`src/rtl/hzd_unit.sv`:
```
// rtl/hzd_unit.sv - pipeline hazard detection and forwarding control
// Compares ID sources against every in-flight destination; stalls or forwards.
module hzd_unit #(
    parameter int NSTG  = 3,
    parameter int NRS   = 2,
    parameter int FW_EN = 1,
    parameter int CNTW  = 16
) (
    input  logic                 clk,
    input  logic                 rst_n,
    input  logic                 id_valid,
    input  logic [5*NRS-1:0]     id_rs,
    input  logic [NRS-1:0]       id_rs_use,
    input  logic                 id_late,
    input  logic [5*NSTG-1:0]    stg_rd,
    input  logic [NSTG-1:0]      stg_wr,
    input  logic [NSTG-1:0]      stg_rdy,
    input  logic                 stall_ext,
    output logic                 stall_fe,
    output logic                 bubble,
    output logic [NRS-1:0]       fw_en,
    output logic [NRS*NSTG-1:0]  fw_sel,
    output logic [CNTW-1:0]      hzd_cnt
);

    localparam logic FWD = (FW_EN != 0);

    logic [NRS-1:0][NSTG-1:0] match;
    logic [NRS-1:0][NSTG-1:0] win_oh;
    logic [NRS-1:0]           any_m;
    logic [NRS-1:0]           unres;
    logic                     haz;

    logic [NRS-1:0]           fw_en_d, fw_en_q;
    logic [NRS*NSTG-1:0]      fw_sel_d, fw_sel_q;
    logic [CNTW-1:0]          hzd_cnt_d, hzd_cnt_q;

    always_comb begin
        match  = '0;
        win_oh = '0;
        any_m  = '0;
        unres  = '0;
        for (int k = 0; k < NRS; k++) begin
            for (int s = 0; s < NSTG; s++) begin
                match[k][s] = id_valid & id_rs_use[k] & (id_rs[5*k +: 5] != 5'd0) &
                              stg_wr[s] & (stg_rd[5*s +: 5] == id_rs[5*k +: 5]);
            end
            // Isolate the lowest set bit: the youngest producer wins.
            win_oh[k] = match[k] & (~match[k] + NSTG'(1));
            any_m[k]  = |match[k];
            unres[k]  = any_m[k] & ~(FWD & ~id_late & (|(win_oh[k] & stg_rdy)));
        end
        haz = |unres;
    end

    assign stall_fe = ~rst_n | stall_ext | haz;
    assign bubble   = haz & ~stall_ext & rst_n;

    always_comb begin
        fw_en_d   = fw_en_q;
        fw_sel_d  = fw_sel_q;
        hzd_cnt_d = hzd_cnt_q;
        if (!stall_ext) begin
            if (haz || !id_valid) begin
                fw_en_d  = '0;
                fw_sel_d = '0;
            end else begin
                for (int k = 0; k < NRS; k++) begin
                    fw_en_d[k]                = any_m[k];
                    fw_sel_d[NSTG*k +: NSTG]  = win_oh[k];
                end
            end
            if (haz && (hzd_cnt_q != {CNTW{1'b1}})) begin
                hzd_cnt_d = hzd_cnt_q + CNTW'(1);
            end
        end
    end

    always_ff @(posedge clk or negedge rst_n) begin
        if (!rst_n) begin
            fw_en_q   <= '0;
            fw_sel_q  <= '0;
            hzd_cnt_q <= '0;
        end else begin
            fw_en_q   <= fw_en_d;
            fw_sel_q  <= fw_sel_d;
            hzd_cnt_q <= hzd_cnt_d;
        end
    end

    assign fw_en   = fw_en_q;
    assign fw_sel  = fw_sel_q;
    assign hzd_cnt = hzd_cnt_q;

endmodule

```
`config.mk`:
```
export PLATFORM = sky130hd
export DESIGN_NAME = hzd_unit
export DESIGN_NICKNAME = d
export VERILOG_FILES = /design/src/rtl/hzd_unit.sv
export SDC_FILE = /design/constraint.sdc
export NUM_CORES = 1
export LEC_CHECK = 0
export ABC_AREA = 0
export BUFFER_PORTS_ARGS = -buffer_cell sky130_fd_sc_hd__buf_2
export CAP_MARGIN = 40
export CORE_MARGIN = 8
export CORE_UTILIZATION = 43
export CTS_CLUSTER_DIAMETER = 120
export CTS_CLUSTER_SIZE = 12
export DETAILED_ROUTE_END_ITERATION = 7
export GPL_TIMING_DRIVEN = 0
export PLACE_DENSITY = 0.72
export SLEW_MARGIN = 0
export SYNTH_ARGS = -nofsm -noshare
export SYNTH_HDL_FRONTEND = slang
export SYNTH_SLANG_ARGS = --single-unit
```
`constraint.sdc`:
```
create_clock -name clk -period 3.02 [get_ports clk]
set_clock_uncertainty 0.15 [all_clocks]
set_input_delay 0.604 -clock clk [delete_from_list [all_inputs] [get_ports clk]]
set_output_delay 0.604 -clock clk [all_outputs]
set_load 0.03 [all_outputs]
```
# Word-level counts from Yosys, hierarchy flattened
# Index checks and enable logic that the tools add are counted.
# totals
ff_bits	24
latchBits	0
ram_bits	0
romBits	0
inputBits	38
output_inout_bits	26
elab_cells	61
n_memories	0
# op_classes
add_sub_neg	3
mul	0
div	0
order_cmp	0
eq_ne	7
shifts	0
n_mux	2
n_bitwise	35
n_reduce_logical	11
# ops
operator	n
5-bit == test	6
1-bit bitwise AND	22
16-bit by 1-bit adder with 16-bit output (second input constant)	1
16-bit inequality test (second input constant)	1
3-bit bitwise AND	4
3-bit OR reduction	4
5-bit nonzero test	2
3-bit by 1-bit adder with 3-bit output (second input constant)	2
6-bit 2-to-1 mux	1
3-bit NOT	2
1-bit NOT	5
2-bit 2-to-1 mux	1
1-bit OR	2
2-bit AND reduction	1
2-bit OR reduction	1
1-bit logical AND	1
1-bit logical NOT	1
1-bit logical OR	1

# Logic depth before layout (Yosys ltp)
# depth
depth_word	15
depth_mapped	9
ltp_nobuf	8

# Least setup slack after synthesis
# Ideal clock, no wire load.
# synth_timing
path_kind	input to output
startpoint	input id_rs[1]
endpoint	output bubble
arrival_ns	3.057
required_time_ns	2.266
path_slack_ns	-0.791
stages	8
path_buffers	1
cell_sequence	or4_1 -> o211ai_2 -> nand4b_1 -> or3b_4 -> a21oi_4 -> nor4_4 -> buf_2 -> nor3b_1
# synth_via
elab_chain_cells	15
elab_cells_between_ends	23
classes_between	1 x add/sub; 3 x eq/ne; 15 x bitwise; 4 x reduce/logical
# synth_rtl
item	line_no	text
start: declaration	12	input logic [5*NRS-1:0] id_rs,
5-bit nonzero test	45	match[k][s] = id_valid & id_rs_use[k] & (id_rs[5*k +: 5] != 5'd0) &
1-bit bitwise AND (2 in series)	45	
1-bit bitwise AND	46	stg_wr[s] & (stg_rd[5*s +: 5] == id_rs[5*k +: 5]);
3-bit NOT	49	win_oh[k] = match[k] & (~match[k] + NSTG'(1));
3-bit by 1-bit adder with 3-bit output	49	
3-bit bitwise AND	49	
3-bit bitwise AND	51	unres[k] = any_m[k] & ~(FWD & ~id_late & (|(win_oh[k] & stg_rdy)));
3-bit OR reduction	51	
1-bit bitwise AND	51	
1-bit NOT	51	
1-bit bitwise AND *	51	
2-bit OR reduction *	53	haz = |unres;
1-bit bitwise AND * (2 in series)	57	assign bubble = haz & ~stall_ext & rst_n;
end: declaration	20	output logic bubble,
# Every way passes the cells marked *; elsewhere a longest branch is shown, timed or not.

# Worst setup path in the final report
# layout_timing
startpoint	input id_rs[4]
endpoint	output bubble
# The elaborated chain is that of the path after synthesis.

==> metrics.md <==
| Metric | Value |
|---|---|
| PwrDens | 310 nW/um^2 |
| Share of post-route cells with drive strength above 1 | 0.432 |
| Crit end category | output port |
| Worst min path class | input pin to async pin |
| Largest net degree at the start of global routing | 27 |
| Residual DRC | 0 |
| Crit path depth | 10 |
| Worst path cell trace | buf_8 -> or4_4 -> o211ai_4 -> nand4b_1 -> or3b_4 -> a21oi_4 -> nor4_4 -> buf_6 -> nor3b_4 -> buf_6 |
| CTS Root Cell | clkbuf_4 |
| Setup violations, final | 3 |
| DRT Pass-1 Iters | 4 |
| H-tree Lvls | 1 |
| Worst vdd ir | 0.124 mV |
| Sequential Power Share | 0.512 |
| Cell count after synthesis | 159 |
| Placement Cell Area | around 2000 um^2 |
| Ys async rst share | 1.00 |
| Die Wd | about 77 um |
| CP Launch Type | input pin |
| First-pass GRT wire length | 7.20 mm |
| Detailed-route via count | between 1000 and 1500 |
| Internal power | 0.472 mW |
| Core area | roughly 3600 um^2 |
| CP required | 2270 ps |
| CTS Sinks | 24 |
| Worst r2r path cells | 7 |
| Outcome | finished, violations left |
| Synth warn | 0 |
| Top Family by Delay on Critical Path | simple AND/OR/NAND/NOR gates |
| Syn nets | approximately 200 |
| DR WL/cell | around 15 um |
| Port bufs | 62 |
| Placement row count | 22 |
| CTS Buf Count | 3 |
| Worst-Skew Late Latency | 310 ps |
| Post-synth cell types | 35 |
| GPL Wtd Cong | 0.797 |
| Grt met3 use | 0.0354 |
| Crit path max-delay cell type | or4_4 |
| Via density | 5.13 |
| # diodes | 0 |
| Worst slew pin tran | 707 ps |
| Arrival @ worst endpoint | 2700 ps |
| Lkg Pwr | ~1.0 nW |
| P_sw | 0.214 mW |
| Overall routed net length | 4.36 mm |
| GR Overflow Total | 0 |
| GRT Util Overall | 0.145 |
| Vias in the first global route | 1625 |
| Post-synth top area share | 0.381 |
| Global routing usage on met1 | 0.158 |
| DRT antenna net count | 0 |
| M2 GR Usage | 0.256 |
| Max Clock Freq | roughly 0.29 GHz |
| Final Power | 0.686 mW |
| CP Class | input pin to output port |
| Mean Syn Cell Area | between 9 and 10 um^2 |
| Cts hold-fix bufs | 0 |
| Fill count | 313 |
| Die Y | 76.5 um |
| Setup TNS | -836 ps |
| CP Max Fanout | 4 |
| Sw frac | 0.312 |
| Max Cap Violations | 0 |
| Final net count | 275 |
| Post-Layout Cell Count | ~280 |
| Worst path max stage delay | ~540 ps |
| Number of synthesized flops with an enable pin | 0 |
| Post-route setup slack | -438 ps |
| Post-synthesis cell area | about 1600 um^2 |
| Hpwl dp | ~3.3 mm |
| Setup slack, reg-to-reg | between 500 and 600 ps |
| Clock power frac | 0.202 |
| Final instance area | 2210 um^2 |
| Shortest period the worst path allows | 3460 ps |
| Top_reg_cell synth | dfrtp_1 |
| Comb pwr share | 0.287 |
| Longest Clk Path Bufs | 2 |
| Ports | between 60 and 70 |
| Post-synthesis sequential area ratio | 0.381 |
| Most Crowded Layer GR | met2 |
| Die Area | 5860 um^2 |
| 1st-iter DRT viols | slightly below 60 |
| Relative slew slack | 0.524 |
| Buf/Inv on CP | 3 |
| Final Hold Fails | 0 |
| DP Cell Count | 269 |
| Dominant cell type by area after synthesis | dfrtp_1 |
| Unrepaired setup endpoints after global routing | true |
| Synth Register Bits | 24 |
| Initial core utilization | 0.440 |
| Largest cells by area after synthesis | dfrtp_1, xor2_1, xnor2_1, nand2_1, nor4_1 |
| Area Growth Syn to Fin | 40.3% |
| Initial antenna violation count | 0 |
| Failing checks | setup timing |
| Crit-path most repeated cell | buf_6 |
| Part of the cycle the worst path needs | 1.14 |
| Pins Over Slew Limit | 0 |
| CTS tree | done |
| Clock transition at path regs | roughly 120 ps |
[kinds of logic (layout without fill, tap and decap cells)]
kind of cell	count (synthesis)	count (layout)	share of synthesized area
AND/OR/NAND/NOR	68	68	0.272
XOR/XNOR	45	45	0.250
flip-flops	24	24	0.381
AO/OA/AOI/OAI	15	15	0.0659
buffers and inverters	5	80	0.0127
adder cells (fa/ha/maj)	1	1	0.00794
multiplexers	1	1	0.00953
[cell usage after synthesis (2+ instances only)]
library cell	count
xor2_1	26
dfrtp_1	24
xnor2_1	19
nand2_1	18
nor4_1	8
o21ai_1	8
nor3_1	7
nand4b_1	5
nor2_1	5
nand3_1	3
nand4_1	3
or3b_1	3
or4_1	3
a21oi_1	2
and3b_1	2
clkbuf_1	2
inv_1	2
o211ai_2	2
[layer usage]
metal | part of all wire | vias to the layer above | wire [um]
li1 | - | 715 | -
met1 | 0.42 | 676 | 1840
met2 | 0.50 | 51 | 2180
met3 | 0.058 | 6 | 253
met4 | 0.020 | 0 | 87
met5 | 0 | - | 0
[cell type report]
cell class,instances,area [um^2],area share
sequential,24,601,0.272
timing repair buffer,72,447,0.202
buffer,3,18.8,0.00849
clock buffer,3,22.5,0.0102
multi-input combinational,130,1050,0.477
inverter,2,7.51,0.00340
tap,48,60.1,0.0272
[cells in the final DEF, fill, tap and decap left out, types with 2 or more instances in the layout]
| cell type | instances |
|---|---|
| buf_2 | 54 |
| xor2_1 | 26 |
| dfrtp_1 | 24 |
| xnor2_1 | 18 |
| nand2_1 | 18 |
| buf_4 | 9 |
| buf_6 | 8 |
| o21ai_1 | 8 |
| nor3_1 | 7 |
| nor4_2 | 5 |
| nand4b_1 | 5 |
| nor2_1 | 5 |
| nand4_1 | 3 |
| nor4_1 | 3 |
| nand3_1 | 3 |
| clkbuf_4 | 3 |
| clkbuf_1 | 2 |
| or4_4 | 2 |
| o211ai_4 | 2 |
| a21oi_1 | 2 |
| and3b_2 | 2 |
| or3b_4 | 2 |
| nor4_4 | 2 |
| inv_1 | 2 |
| or3b_1 | 2 |
| buf_8 | 2 |
[flip-flops by register name (all words and copies together), names as in the netlist]
signal,cells
fw_en,2
fw_sel,6
hzd_cnt,16
[power groups by stage]
stage	Clock, mW	Sequential [mW]	Combinational, mW
after CTS	0.141	0.349	0.183
final	0.138	0.351	0.197
after floorplan	0	0.379	0.0727
after detailed placement	0	0.355	0.173
after global routing	0.155	0.354	0.213
after global placement	0	0.355	0.170
[through the flow]
stage               utilization  setup WS (ps)  hold WS (ps)
finish                    0.617           -438           111
global route              0.617           -494           145
CTS                       0.589           -458           124
detailed placement        0.552           -774           330
global placement          0.552           -775           321
floorplan                     -           -357           158
[what timing repair did]
item,CTS,global route
buffers inserted,8,3
pin swaps,8,7
resized for setup,18,14
endpoints found under the setup margin,6,10
[worst paths after layout]
| check | from | to |
|---|---|---|
| min in group clk | hzd_cnt[9]$_DFFE_PN0P_ | hzd_cnt[9]$_DFFE_PN0P_ |
| min reg2reg | hzd_cnt[9]$_DFFE_PN0P_ | hzd_cnt[9]$_DFFE_PN0P_ |
| max | id_rs[4] | bubble |
| max reg2reg | hzd_cnt[7]$_DFFE_PN0P_ | hzd_cnt[1]$_DFFE_PN0P_ |
| min | rst_n | hzd_cnt[7]$_DFFE_PN0P_ |
| max in group asynchronous | rst_n | fw_sel[1]$_DFFE_PN0N_ |
No activity file was read; power rests on OpenSTA's default activity.
